==> src/rtl/cpu_ctrl_pkg.sv <==
// Shared decode constants and control-word types for the decode/control pipeline.
// Opcode and funct values follow the MIPS-I encoding. ALU codes are 4 bits.
package cpu_ctrl_pkg;

    // Primary opcodes, taken from instr[31:26]
    localparam logic [5:0] OP_RTYPE = 6'h00;
    localparam logic [5:0] OP_J     = 6'h02;
    localparam logic [5:0] OP_JAL   = 6'h03;
    localparam logic [5:0] OP_BEQ   = 6'h04;
    localparam logic [5:0] OP_BNE   = 6'h05;
    localparam logic [5:0] OP_ADDI  = 6'h08;
    localparam logic [5:0] OP_ADDIU = 6'h09;
    localparam logic [5:0] OP_ANDI  = 6'h0C;
    localparam logic [5:0] OP_ORI   = 6'h0D;
    localparam logic [5:0] OP_XORI  = 6'h0E;
    localparam logic [5:0] OP_LW    = 6'h23;
    localparam logic [5:0] OP_SW    = 6'h2B;

    // R-type function codes, taken from instr[5:0]
    localparam logic [5:0] FN_SLL   = 6'h00;
    localparam logic [5:0] FN_SRL   = 6'h02;
    localparam logic [5:0] FN_SRA   = 6'h03;
    localparam logic [5:0] FN_SLLV  = 6'h04;
    localparam logic [5:0] FN_SRLV  = 6'h06;
    localparam logic [5:0] FN_SRAV  = 6'h07;
    localparam logic [5:0] FN_JR    = 6'h08;
    localparam logic [5:0] FN_ADD   = 6'h20;
    localparam logic [5:0] FN_ADDU  = 6'h21;
    localparam logic [5:0] FN_SUB   = 6'h22;
    localparam logic [5:0] FN_SUBU  = 6'h23;
    localparam logic [5:0] FN_AND   = 6'h24;
    localparam logic [5:0] FN_OR    = 6'h25;
    localparam logic [5:0] FN_XOR   = 6'h26;
    localparam logic [5:0] FN_NOR   = 6'h27;
    localparam logic [5:0] FN_SLT   = 6'h2A;

    // ALU operation codes
    localparam logic [3:0] ALU_AND  = 4'b0000;
    localparam logic [3:0] ALU_OR   = 4'b0001;
    localparam logic [3:0] ALU_ADD  = 4'b0010;
    localparam logic [3:0] ALU_XOR  = 4'b0011;
    localparam logic [3:0] ALU_SLL  = 4'b0100;
    localparam logic [3:0] ALU_SRL  = 4'b0101;
    localparam logic [3:0] ALU_SUB  = 4'b0110;
    localparam logic [3:0] ALU_SLT  = 4'b0111;
    localparam logic [3:0] ALU_SRA  = 4'b1000;
    localparam logic [3:0] ALU_BEQ  = 4'b1001;
    localparam logic [3:0] ALU_BNE  = 4'b1010;
    localparam logic [3:0] ALU_ILL  = 4'b1011;
    localparam logic [3:0] ALU_NOR  = 4'b1100;

    // Decoded control bits for one instruction
    typedef struct packed {
        logic       reg_write;
        logic       mem_to_reg;
        logic       mem_write;
        logic       branch;
        logic       branch_ne;
        logic       jump;
        logic       jump_reg;
        logic       link;
        logic       alu_src;
        logic       alu_src_shamt;
        logic       reg_dst;
        logic [3:0] alu_ctrl;
    } ctrl_word_t;

    // One pipeline slot: qualifier, illegal flag and the control word
    typedef struct packed {
        logic       valid;
        logic       illegal;
        ctrl_word_t ctrl;
    } stage_t;

    localparam ctrl_word_t CTRL_NOP    = '0;
    localparam stage_t     STAGE_EMPTY = '0;

    // Register-to-register ALU op writing rd; shamt selects the shift-amount operand
    function automatic ctrl_word_t r_alu(input logic [3:0] alu, input logic use_shamt);
        ctrl_word_t w;
        w               = CTRL_NOP;
        w.reg_write     = 1'b1;
        w.reg_dst       = 1'b1;
        w.alu_src_shamt = use_shamt;
        w.alu_ctrl      = alu;
        return w;
    endfunction

    // Immediate ALU op writing rt
    function automatic ctrl_word_t i_alu(input logic [3:0] alu);
        ctrl_word_t w;
        w           = CTRL_NOP;
        w.reg_write = 1'b1;
        w.alu_src   = 1'b1;
        w.alu_ctrl  = alu;
        return w;
    endfunction

endpackage

==> src/rtl/ctrl_decode.sv <==
// Combinational instruction decoder: maps a 32-bit instruction to a control
// word plus an illegal flag. Unrecognised encodings produce no side effects.
module ctrl_decode
    import cpu_ctrl_pkg::*;
(
    input  logic [31:0] instr,
    output ctrl_word_t  ctrl,
    output logic        illegal
);

    logic [5:0] op;
    logic [5:0] funct;
    // Register and immediate fields do not influence control decode
    logic       unused_fields;

    assign op            = instr[31:26];
    assign funct         = instr[5:0];
    assign unused_fields = ^instr[25:6];

    // Decode opcode, then funct for R-type; anything else is illegal
    always_comb begin
        ctrl    = CTRL_NOP;
        illegal = 1'b0;
        case (op)
            OP_RTYPE: begin
                case (funct)
                    FN_ADD, FN_ADDU: ctrl = r_alu(ALU_ADD, 1'b0);
                    FN_SUB, FN_SUBU: ctrl = r_alu(ALU_SUB, 1'b0);
                    FN_AND:          ctrl = r_alu(ALU_AND, 1'b0);
                    FN_OR:           ctrl = r_alu(ALU_OR,  1'b0);
                    FN_XOR:          ctrl = r_alu(ALU_XOR, 1'b0);
                    FN_NOR:          ctrl = r_alu(ALU_NOR, 1'b0);
                    FN_SLT:          ctrl = r_alu(ALU_SLT, 1'b0);
                    FN_SLL:          ctrl = r_alu(ALU_SLL, 1'b1);
                    FN_SRL:          ctrl = r_alu(ALU_SRL, 1'b1);
                    FN_SRA:          ctrl = r_alu(ALU_SRA, 1'b1);
                    FN_SLLV:         ctrl = r_alu(ALU_SLL, 1'b0);
                    FN_SRLV:         ctrl = r_alu(ALU_SRL, 1'b0);
                    FN_SRAV:         ctrl = r_alu(ALU_SRA, 1'b0);
                    FN_JR: begin
                        ctrl.jump_reg = 1'b1;
                        ctrl.alu_ctrl = ALU_AND;
                    end
                    default: begin
                        illegal       = 1'b1;
                        ctrl.alu_ctrl = ALU_ILL;
                    end
                endcase
            end
            OP_ADDI, OP_ADDIU: ctrl = i_alu(ALU_ADD);
            OP_ANDI:           ctrl = i_alu(ALU_AND);
            OP_ORI:            ctrl = i_alu(ALU_OR);
            OP_XORI:           ctrl = i_alu(ALU_XOR);
            OP_LW: begin
                ctrl            = i_alu(ALU_ADD);
                ctrl.mem_to_reg = 1'b1;
            end
            OP_SW: begin
                ctrl.mem_write = 1'b1;
                ctrl.alu_src   = 1'b1;
                ctrl.alu_ctrl  = ALU_ADD;
            end
            OP_BEQ: begin
                ctrl.branch   = 1'b1;
                ctrl.alu_ctrl = ALU_BEQ;
            end
            OP_BNE: begin
                ctrl.branch    = 1'b1;
                ctrl.branch_ne = 1'b1;
                ctrl.alu_ctrl  = ALU_BNE;
            end
            OP_J: begin
                ctrl.jump     = 1'b1;
                ctrl.alu_ctrl = ALU_AND;
            end
            OP_JAL: begin
                ctrl.jump      = 1'b1;
                ctrl.link      = 1'b1;
                ctrl.reg_write = 1'b1;
                ctrl.alu_ctrl  = ALU_AND;
            end
            default: begin
                illegal       = 1'b1;
                ctrl.alu_ctrl = ALU_ILL;
            end
        endcase
    end

endmodule

==> src/rtl/decode_control_pipe.sv <==
// Decode stage followed by a STAGES-deep control register chain. Stall holds
// the whole chain, flush empties it, reset clears everything. A saturating
// counter tracks illegal instructions accepted into the first stage.
module decode_control_pipe
    import cpu_ctrl_pkg::*;
#(
    parameter int STAGES = 1,
    parameter int ALUC_W = 4,
    parameter int CNT_W  = 8
) (
    input  logic              clk,
    input  logic              rst,
    input  logic              instr_valid,
    input  logic [31:0]       instr,
    input  logic              stall,
    input  logic              flush,
    output logic              valid_o,
    output logic              reg_write,
    output logic              mem_to_reg,
    output logic              mem_write,
    output logic              branch,
    output logic              branch_ne,
    output logic              jump,
    output logic              jump_reg,
    output logic              link,
    output logic [ALUC_W-1:0] alu_control,
    output logic              alu_src,
    output logic              alu_src_shamt,
    output logic              reg_dst,
    output logic              illegal,
    output logic [CNT_W-1:0]  illegal_count
);

    ctrl_word_t       dec_ctrl;
    logic             dec_illegal;
    stage_t           head_entry;
    stage_t           tail_entry;
    logic             accept_illegal;
    logic [CNT_W-1:0] illegal_count_reg;

    ctrl_decode u_decode (
        .instr   (instr),
        .ctrl    (dec_ctrl),
        .illegal (dec_illegal)
    );

    // Non-qualified cycles enter the chain as clean bubbles
    always_comb begin
        head_entry = STAGE_EMPTY;
        if (instr_valid) begin
            head_entry.valid   = 1'b1;
            head_entry.illegal = dec_illegal;
            head_entry.ctrl    = dec_ctrl;
        end
    end

    genvar gi;
    generate
        for (gi = 0; gi < STAGES; gi++) begin : g_stage
            stage_t stage_next;
            stage_t stage_reg;

            if (gi == 0) begin : g_head
                assign stage_next = head_entry;
            end else begin : g_link
                assign stage_next = g_stage[gi-1].stage_reg;
            end

            // Stage register: reset and flush empty it, stall holds it
            always_ff @(posedge clk) begin
                if (rst) begin
                    stage_reg <= STAGE_EMPTY;
                end else if (flush) begin
                    stage_reg <= STAGE_EMPTY;
                end else if (!stall) begin
                    stage_reg <= stage_next;
                end
            end
        end
    endgenerate

    assign tail_entry = g_stage[STAGES-1].stage_reg;

    // Outputs come straight from the last stage, gated to zero on bubbles
    always_comb begin
        valid_o       = tail_entry.valid;
        reg_write     = 1'b0;
        mem_to_reg    = 1'b0;
        mem_write     = 1'b0;
        branch        = 1'b0;
        branch_ne     = 1'b0;
        jump          = 1'b0;
        jump_reg      = 1'b0;
        link          = 1'b0;
        alu_src       = 1'b0;
        alu_src_shamt = 1'b0;
        reg_dst       = 1'b0;
        illegal       = 1'b0;
        alu_control   = '0;
        if (tail_entry.valid) begin
            reg_write        = tail_entry.ctrl.reg_write;
            mem_to_reg       = tail_entry.ctrl.mem_to_reg;
            mem_write        = tail_entry.ctrl.mem_write;
            branch           = tail_entry.ctrl.branch;
            branch_ne        = tail_entry.ctrl.branch_ne;
            jump             = tail_entry.ctrl.jump;
            jump_reg         = tail_entry.ctrl.jump_reg;
            link             = tail_entry.ctrl.link;
            alu_src          = tail_entry.ctrl.alu_src;
            alu_src_shamt    = tail_entry.ctrl.alu_src_shamt;
            reg_dst          = tail_entry.ctrl.reg_dst;
            illegal          = tail_entry.illegal;
            alu_control[3:0] = tail_entry.ctrl.alu_ctrl;
        end
    end

    // An illegal entry counts once, at the moment it is accepted into stage 1
    assign accept_illegal = instr_valid && dec_illegal && !stall && !flush;

    // Saturating illegal-instruction counter; later flushes never undo a count
    always_ff @(posedge clk) begin
        if (rst) begin
            illegal_count_reg <= '0;
        end else if (accept_illegal && (illegal_count_reg != '1)) begin
            illegal_count_reg <= illegal_count_reg + 1'b1;
        end
    end

    assign illegal_count = illegal_count_reg;

endmodule

==> config.mk <==
export PLATFORM = sky130hd
export DESIGN_NAME = decode_control_pipe
export DESIGN_NICKNAME = d
export VERILOG_FILES = /design/src/rtl/cpu_ctrl_pkg.sv /design/src/rtl/ctrl_decode.sv /design/src/rtl/decode_control_pipe.sv
export SDC_FILE = /design/constraint.sdc
export NUM_CORES = 1
export LEC_CHECK = 0
export BUFFER_PORTS_ARGS = -buffer_cell sky130_fd_sc_hd__clkbuf_2
export CAP_MARGIN = 20
export CORE_ASPECT_RATIO = 0.6
export CORE_UTILIZATION = 43
export DETAILED_ROUTE_END_ITERATION = 7
export GPL_ROUTABILITY_DRIVEN = 0
export PLACE_DENSITY_LB_ADDON = 0.15
export SETUP_SLACK_MARGIN = 0.15
export SYNTH_ARGS = -nofsm -noshare
export SYNTH_HDL_FRONTEND = slang
export SYNTH_HIERARCHICAL = 1
export SYNTH_SLANG_ARGS = --single-unit
==> constraint.sdc <==
create_clock -name clk -period 2 [get_ports clk]
set_input_delay 0.3 -clock clk [delete_from_list [all_inputs] [get_ports clk]]
set_output_delay 0.3 -clock clk [all_outputs]
set_load 0.005 [all_outputs]
* After elaboration in Yosys (flattened, before gate mapping)
Cells that the tools add are included.
Cells by class: eq/ne operators 27, reduce and logical (&&, ||, !) cells 26, $add $sub $neg 1, multiplexer cells 31
Operators by type and width (count):
- $eq 6x6->1 const B | 11
- $pmux 4 s10 | 1
- $eq 6x4->1 const B | 6
- $eq 6x3->1 const B | 5
- $pmux 4 s7 | 1
- $eq 6x2->1 const B | 4
- $pmux 1 s2 | 9
- $reduce_or 2->1 | 9
- $mux 17 | 1
- $reduce_or 16->1 | 1
- $mux 1 | 15
- $reduce_or 15->1 | 1
- $reduce_or 7->1 | 2
- $logic_not 6->1 | 2
- $reduce_or 12->1 | 1
- $reduce_or 11->1 | 1
- $add 8x1->8 const B | 1
- $ne 8x8->1 const B | 1
- $mux 6 | 1
- $reduce_or 3->1 | 2
- $logic_and 1x1->1 | 4
- $mux 4 | 1
- $pmux 2 s2 | 1
- $reduce_or 4->1 | 1
- other kinds (2) | 3
Word-level totals: output and inout bits 25, word-level logic and storage cells 100, flip-flop bits (word level) 25

* Longest topological paths before layout
depth in word-level cells 8, depth in mapped cells 9, gate-level depth less buffers 8

* Modules after synthesis
The synthesis kept the hierarchy.
By module, submodules not included:
- decode_control_pipe | instances 1, cells an instance 123, area an instance 1081.0 µm²
- ctrl_decode | instances 1, cells an instance 82, area an instance 473.0 µm²

* Least setup slack after synthesis
Ideal clock, no wire load.
path type input to register, start point input instr[28], end point register illegal_count_reg[7] (netlist: illegal_count[7]), data arrival time 1941 ps, path buffers 1, library setup time 131 ps, path slack -72 ps, stages 9, cells stage by stage clkbuf_1 > or2b_1 > nand3b_1 > o21a_1 > a311o_1 > and4bb_4 > and4_1 > a31oi_1 > nor3_1
On the way: word-level cells in the longest chain between the ends 7, elaborated cells on any way between the ends 18, classes of those cells eq/ne (11); mux (1); reduce/logical (6)
RTL lines:
- start, declared | line decode_control_pipe.sv:14 | input logic [31:0] instr,
- $eq 6x6->1, or another cell as far along | line ctrl_decode.sv:24 | case (op)
- $reduce_or 11->1 (no line)
- $pmux 1 s2 * | line ctrl_decode.sv:24
- net dec_illegal | line decode_control_pipe.sv:35 | logic dec_illegal;
- $logic_and 1x1->1 * (3 in a row) | line decode_control_pipe.sv:118 | assign accept_illegal = instr_valid && dec_illegal && !stall && !flush;
- $logic_and 1x1->1 * | line decode_control_pipe.sv:124 | end else if (accept_illegal && (illegal_count_reg != '1)) begin
- end signal, assigned | line decode_control_pipe.sv:125 | illegal_count_reg <= illegal_count_reg + 1'b1;
- end, declared | line decode_control_pipe.sv:39 | logic [CNT_W-1:0] illegal_count_reg;
Mark *: on every way through the listed nets, which the timed path passes. The rest lies on a longest branch. A chain may end at the register's enable or synchronous reset.

* Final worst setup path
start point input instr[28], end point register illegal_count_reg[3] (netlist: illegal_count[3])
The elaborated chain is that of the path after synthesis.

==> results.toml <==
[run_status]
status = "complete, no violations"

[logic_synthesis]
ys_seq_area_frac = 0.322
yosys-top-cells-count = "nor2_1, dfxtp_1, and2_1"
synth_edf_count = 0
yosysMostFrequentCell = "nor2_1"
syn_inst = 205
synth.area.top_cells = "dfxtp_1, nor2_1, and2_1"
yosys.area.top_type_share = 0.322
syn_nets = 243
ys_warn_count = 6
synth-main-ff-cell = "dfxtp_1"
ys_ff_latch = 25
synthArstFlopShare = 0
synth_top_cell_by_area = "dfxtp_1"
yosysUniqueCellTypes = 46
netlist_area_um2 = 1550
syn_area_per_cell_um2 = 7.58

[final_layout]
areaGrowthSynthToFinish_pct = 35.7
final_area_um2 = 2110
final_util = 0.631
nFillCells = 306
largest_reg_flops = 16
antenna_cells = 0
fin_cells = 313
drive_gt1_frac = 0.336
nNetsFinal = 307

[floorplanning]
die_y_um = 48.6
die-area_um2 = 3870
coreArea_um2 = 3340
start_util = 0.465
fp.dieW_um = 79.6
ioPinCount = 62
core.rowCount = 16

[global_route]
grt_overflow = 0
grt_max_degree = 20
grt_pass1_vias = 1460
antenna_found_initial = 0
grt_pass1_wl_mm = 7.02
grt.total_usage = 0.230

[worst_setup_path]
setup.worst_path.end_class = "flop"
crit_slowest_cell = "a311o_1"
worstSetupPathDepth = 9
slowest_delay_ns = 0.36
crit_required_ns = 2.16
critPathLaunchType = "input pin"
cp_max_fo = 5
worst_ep_arrival_time_ns = 2.05
worst-path-buf-inv = 1
worstSetupPathType = "input pin to flop"
reg2reg_depth = 5
crit_family = "simple AND/OR/NAND/NOR gates"
cp_cell_sequence = "buf_8 -> or2b_1 -> nand3b_1 -> o21a_1 -> a311o_1 -> and4bb_4 -> nand4_1 -> nor2_2 -> mux2_4"

[power_and_ir_drop]
p_leak_nw = 0.913
p_per_area_nw_per_um2 = 476
irDropWorstVdd_mv = 0.419
finalPower_mw = 1.00

[sta]
finClkSkew_ns = 0.00193
fin_setup_tns_ns = 0
hold_viol_final = 0
rsz0062_at_grt = "true"
timing.final.max_slew_violations = 0
setup_viol = 0
maxSlewHeadroom = 0.642
finalCritPeriodShare = 0.944
fin_ws_ns = 0.113
finalCriticalPeriod_ns = 1.89
max_freq_ghz = 0.530
tightestPinTransition_ns = 0.530
hold_slack_ns = 0.348

[clock_tree]
path_clk_slew_ns = 0.08
htreeDepth = 1
clock-root-buffer = "clkbuf_8"
clk_path_buf_depth = 2
cts_tree = "yes"
clock_sinks = 25
clk_latency_ns = 0.27
cts_buffers = 3
hold_buffers = 0

[route]
drt_iter0_markers = 115
vias_per_cell = 5.43
wire_per_inst_um = 13.6
drc = 0
postRouteAntennaNets = 0
firstDrtPassIters = 4
finalWirelength_mm = 4.26
vias = 1700

[place]
dpl_cell_area_um2 = 1950
dp_hpwl_mm = 3.15
post-place-ws_ns = -0.138
dp_cells = 303
numPortBuffers = 41

[min_path]
worstHoldPathCells = 2
hold_path.class = "input pin to flop"

[flow_run]
cap_viol_max_count = 0
[report_power, final]
| part | internal, mW | total, mW | switching, mW |
|---|---|---|---|
| registers | 0.502 | 0.508 | 0.00597 |
| logic | 0.102 | 0.200 | 0.0982 |
| clock network | 0.139 | 0.296 | 0.157 |
| total | 0.743 | 1.00 | 0.261 |
[placed cells by master, fill, tap and decap left out, drive strengths merged, types with 4 or more instances in the layout]
cell type / instances
a211oi: 4
a21oi: 10
a22oi: 15
a31oi: 5
and2: 19
and3: 4
buf: 41
clkbuf: 37
dfxtp: 25
nand2: 7
nand3: 6
nor2: 36
nor3: 5
o21ai: 8
[cell type report]
| type | count | area, um^2 | share of cell area |
|---|---|---|---|
| flip-flops and latches | 25 | 500 | 0.237 |
| clock inverters | 1 | 5.00 | 0.00237 |
| well taps | 45 | 56.3 | 0.0267 |
| repair buffers | 75 | 512 | 0.243 |
| clock buffers | 3 | 41.3 | 0.0196 |
| inverters | 2 | 7.51 | 0.00356 |
| multi-input cells | 162 | 987 | 0.468 |
[logic make-up after synthesis]
logic type | synth area share
and+or+nand+nor | 0.358
AOI/OAI and AO/OA | 0.237
DFF | 0.322
xor gates and xnor gates | 0.00564
muxes | 0.0137
buffers and inverters | 0.0556
adders and majority gates | 0.00805
[per-layer routing]
metal	global-route usage	vias to the layer above	part of all wire
met5	0	-	0
met4	0.0424	0	0.0056
met3	0.0491	4	0.054
met2	0.305	54	0.39
met1	0.371	779	0.55
li1	-	863	-
[repair_timing]
action	in CTS	in global routing
resized for setup	0	25
buffers inserted	0	6
endpoints found under the setup margin	0	6
[final timing paths]
check	start	end	slack (ns)
hold / removal	rst	illegal_count[4]$_SDFFE_PP0P_	0.35
hold reg to reg	g_stage[0].stage_reg[15]$_SDFFE_PP0N_	g_stage[0].stage_reg[15]$_SDFFE_PP0N_	0.49
setup reg to reg	illegal_count[0]$_SDFFE_PP0P_	illegal_count[4]$_SDFFE_PP0P_	0.44
setup / recovery	instr[28]	illegal_count[3]$_SDFFE_PP0P_	0.11
[worst reg2reg max path, stage by stage (launching register included)]
cell,delay (ns)
dfxtp_1,0.43
ha_1,0.25
and2_1,0.24
nand2_1,0.09
or3_1,0.35
a21oi_1,0.14
Power figures use the tool's default switching activity.
